File: src/rtl/eda_strobe_scanner.sv
// -----------------------------------------------------------------------------
// eda_strobe_scanner
//
// Reader side of the strobe bitmap. On start it snapshots the M x N strobe
// vector into a shadow register and walks every set bit in raster order
// (row 0 first, lowest column first). Each set pixel is offered as
// {row, col} on a valid/ready handshake and cleared from the shadow once
// accepted. When the shadow is empty a one-cycle iterated_all pulse is issued.
//
// Optional build macro:
//   EDA_STROBE_SCAN_ROW_PIPE_EN - split the priority encode into a row stage
//   (SEARCH) and a column stage (ROWSEL). This adds one cycle to every
//   pixel latency, but the empty-bitmap latency is unchanged.
//
// Ports:
//   clk           clock
//   reset_n       asynchronous active-low reset
//   start         single-cycle pulse: snapshot strb_value and begin a scan
//   clear         synchronous abort back to IDLE (highest priority)
//   strb_value    [M-1:0][N-1:0] strobe bitmap, strb_value[row][col]
//   pix_ready     consumer accepts pix_addr
//   pix_valid     pix_addr holds a pending set pixel
//   pix_addr      {row, col}, column in the low J_WIDTH bits
//   iterated_all  one-cycle pulse when the scan is exhausted
//   busy          high in any state other than IDLE
//   pix_count     pixels accepted in the current scan
// -----------------------------------------------------------------------------
module eda_strobe_scanner #(
    parameter int M          = 8,
    parameter int N          = 8,
    parameter int I_WIDTH    = 3,
    parameter int J_WIDTH    = 3,
    parameter int ADDR_WIDTH = 6
) (
    input  logic                         clk,
    input  logic                         reset_n,
    input  logic                         start,
    input  logic                         clear,
    input  logic [M-1:0][N-1:0]          strb_value,
    input  logic                         pix_ready,
    output logic                         pix_valid,
    output logic [ADDR_WIDTH-1:0]        pix_addr,
    output logic                         iterated_all,
    output logic                         busy,
    output logic [ADDR_WIDTH:0]          pix_count
);

    typedef enum logic [2:0] {
        IDLE,
        SEARCH,
        VALID,
        DONE
`ifdef EDA_STROBE_SCAN_ROW_PIPE_EN
        , ROWSEL
`endif
    } state_t;

    state_t               state;
    logic [M-1:0][N-1:0]  shadow;
    logic [I_WIDTH-1:0]   row_q;
    logic [J_WIDTH-1:0]   col_q;

    // Lowest-index row containing any set bit (0 when the bitmap is empty).
    function automatic logic [I_WIDTH-1:0] first_row(input logic [M-1:0][N-1:0] bm);
        logic [I_WIDTH-1:0] idx;
        idx = '0;
        for (int i = M - 1; i >= 0; i--) begin
            if (|bm[i]) idx = I_WIDTH'(i);
        end
        return idx;
    endfunction

    // Lowest set column within one row (0 when the row is empty).
    function automatic logic [J_WIDTH-1:0] first_col(input logic [N-1:0] row);
        logic [J_WIDTH-1:0] idx;
        idx = '0;
        for (int j = N - 1; j >= 0; j--) begin
            if (row[j]) idx = J_WIDTH'(j);
        end
        return idx;
    endfunction

    logic [I_WIDTH-1:0] srch_row;
    logic [J_WIDTH-1:0] sel_col;

    assign srch_row = first_row(shadow);
`ifdef EDA_STROBE_SCAN_ROW_PIPE_EN
    // Column encode runs on the row registered during SEARCH.
    assign sel_col  = first_col(shadow[row_q]);
`else
    assign sel_col  = first_col(shadow[srch_row]);
`endif

    always_ff @(posedge clk or negedge reset_n) begin
        if (!reset_n) begin
            state        <= IDLE;
            shadow       <= '0;
            row_q        <= '0;
            col_q        <= '0;
            pix_valid    <= 1'b0;
            pix_addr     <= '0;
            iterated_all <= 1'b0;
            busy         <= 1'b0;
            pix_count    <= '0;
        end else if (clear) begin
            // Abort wins over start and over a same-cycle handshake;
            // pix_count and pix_addr keep their last values.
            state        <= IDLE;
            shadow       <= '0;
            pix_valid    <= 1'b0;
            iterated_all <= 1'b0;
            busy         <= 1'b0;
        end else begin
            case (state)
                IDLE: begin
                    if (start) begin
                        shadow    <= strb_value;
                        pix_count <= '0;
                        busy      <= 1'b1;
                        state     <= SEARCH;
                    end
                end

                SEARCH: begin
                    if (shadow == '0) begin
                        iterated_all <= 1'b1;
                        state        <= DONE;
                    end else begin
`ifdef EDA_STROBE_SCAN_ROW_PIPE_EN
                        row_q <= srch_row;
                        state <= ROWSEL;
`else
                        row_q     <= srch_row;
                        col_q     <= sel_col;
                        pix_addr  <= {srch_row, sel_col};
                        pix_valid <= 1'b1;
                        state     <= VALID;
`endif
                    end
                end

`ifdef EDA_STROBE_SCAN_ROW_PIPE_EN
                ROWSEL: begin
                    col_q     <= sel_col;
                    pix_addr  <= {row_q, sel_col};
                    pix_valid <= 1'b1;
                    state     <= VALID;
                end
`endif

                VALID: begin
                    // pix_addr stays put until the consumer takes it.
                    if (pix_ready) begin
                        shadow[row_q][col_q] <= 1'b0;
                        pix_count            <= pix_count + (ADDR_WIDTH + 1)'(1);
                        pix_valid            <= 1'b0;
                        state                <= SEARCH;
                    end
                end

                DONE: begin
                    iterated_all <= 1'b0;
                    busy         <= 1'b0;
                    state        <= IDLE;
                end

                default: begin
                    pix_valid    <= 1'b0;
                    iterated_all <= 1'b0;
                    busy         <= 1'b0;
                    state        <= IDLE;
                end
            endcase
        end
    end

endmodule

File: config.mk
export PLATFORM = sky130hd
export DESIGN_NAME = eda_strobe_scanner
export DESIGN_NICKNAME = d
export VERILOG_FILES = /design/src/rtl/eda_strobe_scanner.sv
export SDC_FILE = /design/constraint.sdc
export NUM_CORES = 1
export LEC_CHECK = 0
export ABC_CLOCK_PERIOD_IN_PS = 4050
export CAP_MARGIN = 0
export CORE_ASPECT_RATIO = 0.7
export CORE_UTILIZATION = 45
export DETAILED_ROUTE_END_ITERATION = 10
export PLACE_DENSITY = 0.7
export SLEW_MARGIN = 10
export SYNTH_ARGS = -nofsm -noshare
export SYNTH_HDL_FRONTEND = slang
export SYNTH_SLANG_ARGS = --single-unit
File: constraint.sdc
create_clock -name clk -period 4.05 [get_ports clk]
set_clock_uncertainty 0.1 [all_clocks]
set_input_delay 0.6075 -clock clk [delete_from_list [all_inputs] [get_ports clk]]
set_output_delay 0.6075 -clock clk [all_outputs]
set_load 0.1 [all_outputs]
==> Implementation_results.wiki <==
{| class="wikitable"
! Metric !! Value
|-
| Number of buffers added on ports || 84
|-
| Height of the die || 87.5 um
|-
| Diodes inserted || 0
|-
| Endpoints failing hold || 0
|-
| H-tree depth || 3
|-
| Maximum fanout count along the critical path || 14
|-
| Cell Area, Synth || 0.00470 mm2
|-
| Initial cell density of the core || 47.4%
|-
| Die Width || 124 um
|-
| TritonCTS clock tree || built
|-
| Cts hold-fix bufs || 0
|-
| All-Layer GR Usage || 32.3%
|-
| Final routed DRC violation total || 0
|-
| Most frequently used flop master after synthesis || sky130_fd_sc_hd__dfrtp_1
|-
| Wire per inst || 23.1 um
|-
| Number of clock buffers inserted by TritonCTS || 9
|-
| Endpoint type of the worst setup path || flop
|-
| Number of design-rule violations left by the first detailed-router iteration || 478
|-
| Worst hold margin || 342 ps
|-
| Endpoint of the most critical register-to-register path || pix_addr[0]
|-
| Register bit count reported by yosys || 82
|-
| Worst skew pair latency || 350 ps
|-
| Final setup TNS || 0 ps
|-
| Number of enable-type register cells in the synthesized netlist || 0
|-
| Number of synthesis warnings || 0
|-
| Signal arrival time at the worst endpoint || 3570 ps
|-
| Num ports || 85
|-
| Root buffer selected by CTS || sky130_fd_sc_hd__clkbuf_16
|-
| Total Die Area || 0.0109 mm2
|-
| Startpoint of the worst setup timing path || shadow[48]
|-
| DRT antenna net count || 0
|-
| Max Freq || 290 MHz
|-
| First-pass iteration count of the detailed router || 6
|-
| Min-delay worst type || input port to async pin
|-
| Final min period || 3450 ps
|-
| Worst Path Required || 4180 ps
|-
| Total of max-cap violations || 0
|-
| Setup repair after global routing missed its margin || no
|-
| Worst Tran Pin Value || 1070 ps
|-
| Fraction of the yosys area taken by sequential cells || 43.7%
|-
| Count of unique library cells instantiated by Yosys || 60
|-
| R2r setup slk || 600 ps
|-
| Filler cell count || 871
|-
| Pin count of the biggest net entering global routing || 83
|-
| Kind of start point of the critical path || flop
|-
| CTS Sinks || 82
|-
| Initial antenna violation count || 0
|-
| Capturing element of the worst setup path || pix_addr[0]
|-
| Number of cells traversed by the worst register-to-register path || 9
|-
| Cell leakage power || 2.42 nW
|-
| Result of the run || completed
|-
| Post-cts gate resize count || 0
|-
| CTS clk-pin slew, worst paths || 60 ps
|-
| Slew Limit Headroom || 28.3%
|-
| Area of the placeable core || 0.00991 mm2
|-
| Critical setup path kind || flop to flop
|-
| GR Overflow Total || 0
|-
| Number of buffers added for setup after CTS || 0
|-
| Fin nets || 659
|-
| Peak ir drop on the vdd network || 407 uV
|-
| Final max-slew violation count || 0
|-
| Proportion of layout cells with a drive suffix above 1 || 6.95%
|-
| Vias in the first global route || 4356
|-
| Total number of vias || 4569
|-
| Wire length of the first global-routing pass || 25.4 mm
|-
| RR Startpoint || shadow[48]
|-
| WL final || 16.6 mm
|-
| Maximum root-to-sink buffer count || 2
|-
| Power per cell area || 659 mW/mm2
|-
| Routability cong. || 0.887
|-
| Synthesized area divided by synthesized cell count || 8.99 um2
|-
| Final setup violating endpoints || 0
|-
| Layout-stage area growth over the synthesis result || 25.4%
|-
| Number of instances in the synthesized netlist || 523
|-
| Row Count || 30
|-
| Syn nets || 597
|-
| Dpl hpwl || 11.5 mm
|-
| Fraction of synthesis flops using an asynchronous set or reset pin || 100%
|-
| Share of the clock period used by the worst path after layout || 85.1%
|-
| Via density per instance || 6.36
|}
cell usage after synthesis (all sizes together), types with 2 or more instances:
library cell	n	area, um2
nor2	84	323
dfrtp	82	2050
o21ai	82	422
a22o	68	597
nand2	31	116
clkbuf	29	109
a21oi	17	92.6
nor4	15	119
buf	8	51.3
nor3	8	40.0
a211oi	7	57.6
inv	7	26.3
nand3	7	40.0
nand3b	6	45.0
ha	5	62.6
nand4	5	31.3
a221oi	4	35.0
mux2i	4	40.0
o211ai	4	30.0
or3	4	25.0
or4	4	33.8
a21o	3	22.5
a31oi	3	18.8
mux2	3	33.8
nand2b	3	18.8
nor2b	3	18.8
o21bai	3	22.5
a21boi	2	18.8
a41oi	2	17.5
and2	2	12.5
and4	2	17.5
or3b	2	17.5
power by group:
| group | total [mW] | switching [mW] | internal [mW] |
|---|---|---|---|
| Combinational | 1.75 | 1.17 | 0.579 |
| Sequential | 1.27 | 0.271 | 0.998 |
| Clock | 0.863 | 0.350 | 0.513 |
cell usage in the layout (no fill, tap or decap), types with 2 or more instances in the layout:
master	instances
sky130_fd_sc_hd__nor4_2	5
sky130_fd_sc_hd__nor2b_1	3
sky130_fd_sc_hd__a41oi_1	2
sky130_fd_sc_hd__inv_1	7
sky130_fd_sc_hd__nand3_1	6
sky130_fd_sc_hd__or3b_2	2
sky130_fd_sc_hd__a221oi_1	4
sky130_fd_sc_hd__o211ai_1	4
sky130_fd_sc_hd__or3_1	4
sky130_fd_sc_hd__a21oi_1	15
sky130_fd_sc_hd__a21o_1	3
sky130_fd_sc_hd__nand2b_1	3
sky130_fd_sc_hd__a211oi_1	6
sky130_fd_sc_hd__or4_1	3
sky130_fd_sc_hd__ha_1	5
sky130_fd_sc_hd__nand2_1	31
sky130_fd_sc_hd__mux2i_1	4
sky130_fd_sc_hd__nand4_1	5
sky130_fd_sc_hd__mux2_1	2
sky130_fd_sc_hd__clkbuf_16	9
sky130_fd_sc_hd__dfrtp_1	82
sky130_fd_sc_hd__nand3b_1	6
sky130_fd_sc_hd__clkinv_4	2
sky130_fd_sc_hd__buf_4	5
sky130_fd_sc_hd__nor3_1	8
sky130_fd_sc_hd__and2_1	2
sky130_fd_sc_hd__clkbuf_8	2
sky130_fd_sc_hd__clkinvlp_4	2
sky130_fd_sc_hd__o21ai_0	74
sky130_fd_sc_hd__a22o_1	67
sky130_fd_sc_hd__and4_1	2
sky130_fd_sc_hd__clkdlybuf4s50_1	83
sky130_fd_sc_hd__nor4_1	10
sky130_fd_sc_hd__o21bai_1	2
sky130_fd_sc_hd__o21ai_1	7
sky130_fd_sc_hd__a21oi_2	2
sky130_fd_sc_hd__a31oi_1	3
sky130_fd_sc_hd__nor2_1	83
metrics by stage:
| step | total power [mW] | util [%] | instances | setup slack (ps) | cell area [um2] |
|---|---|---|---|---|---|
| 5_1_grt | 4.06 | 59.5 | 718 | 447 | 5890 |
| 6_report | 3.88 | 59.5 | 718 | 603 | 5890 |
| 2_1_floorplan | 2.43 | - | 523 | 1110 | 4700 |
| 3_5_place_dp | 2.98 | 56.3 | 702 | 654 | 5580 |
| 3_3_place_gp | 2.97 | 56.3 | 702 | 667 | 5580 |
| 4_1_cts | 3.85 | 59.5 | 718 | 635 | 5890 |
cell families (layout without fill, tap and decap cells):
kind of cell / Yosys count / count (layout) / synth area share [%]
DFF: 82 / 82 / 43.7
adders and majority gates: 5 / 5 / 1.33
buffers and inverters: 44 / 111 / 3.97
AOI/OAI and AO/OA: 206 / 206 / 30.6
muxes: 7 / 7 / 1.57
and+or+nand+nor: 179 / 179 / 18.9
worst min-delay path by stage:
stage / end / from / cells past startpoint
floorplan: busy / reset_n / 0
global placement: shadow[35] / shadow[35] / 1
detailed placement: shadow[35] / shadow[35] / 1
CTS: pix_count[6] / reset_n / 1
global route: pix_count[6] / reset_n / 1
finish: pix_count[4] / reset_n / 1
state kept, by name, summed over array words and instances (netlist names):
signal and cells:
state 2, pix_count 7, pix_addr 6, busy 1, pix_valid 1, shadow 64, iterated_all 1
layer usage:
metal  routed length (um)  GRT usage, %  up-vias
li1                     -             -     2082
met5                    0             0        -
met1                 8110          50.0     2242
met2                 6730          44.5      223
met3                 1460          6.74       22
met4                  306          9.85        0
critical path: stages (launching register included):
cell,delay [ps]
sky130_fd_sc_hd__dfrtp_1,420
sky130_fd_sc_hd__or4_1,580
sky130_fd_sc_hd__a211oi_2,250
sky130_fd_sc_hd__o2111ai_1,190
sky130_fd_sc_hd__a21boi_2,650
sky130_fd_sc_hd__mux2_1,240
sky130_fd_sc_hd__o211ai_1,120
sky130_fd_sc_hd__a21o_1,200
sky130_fd_sc_hd__o221a_1,240
sky130_fd_sc_hd__a221o_1,340
area by class of cell:
type	instances	area, um2	area share (%)
Multi-Input combinational cell	397	2470	41.9
Sequential cell	82	2050	34.8
Timing Repair Buffer	88	868	14.7
Inverter	7	26.3	0.446
Tap cell	128	160	2.72
Clock inverter	5	62.6	1.06
Clock buffer	11	253	4.29
Note: power is estimated with default switching activity, not from simulation.
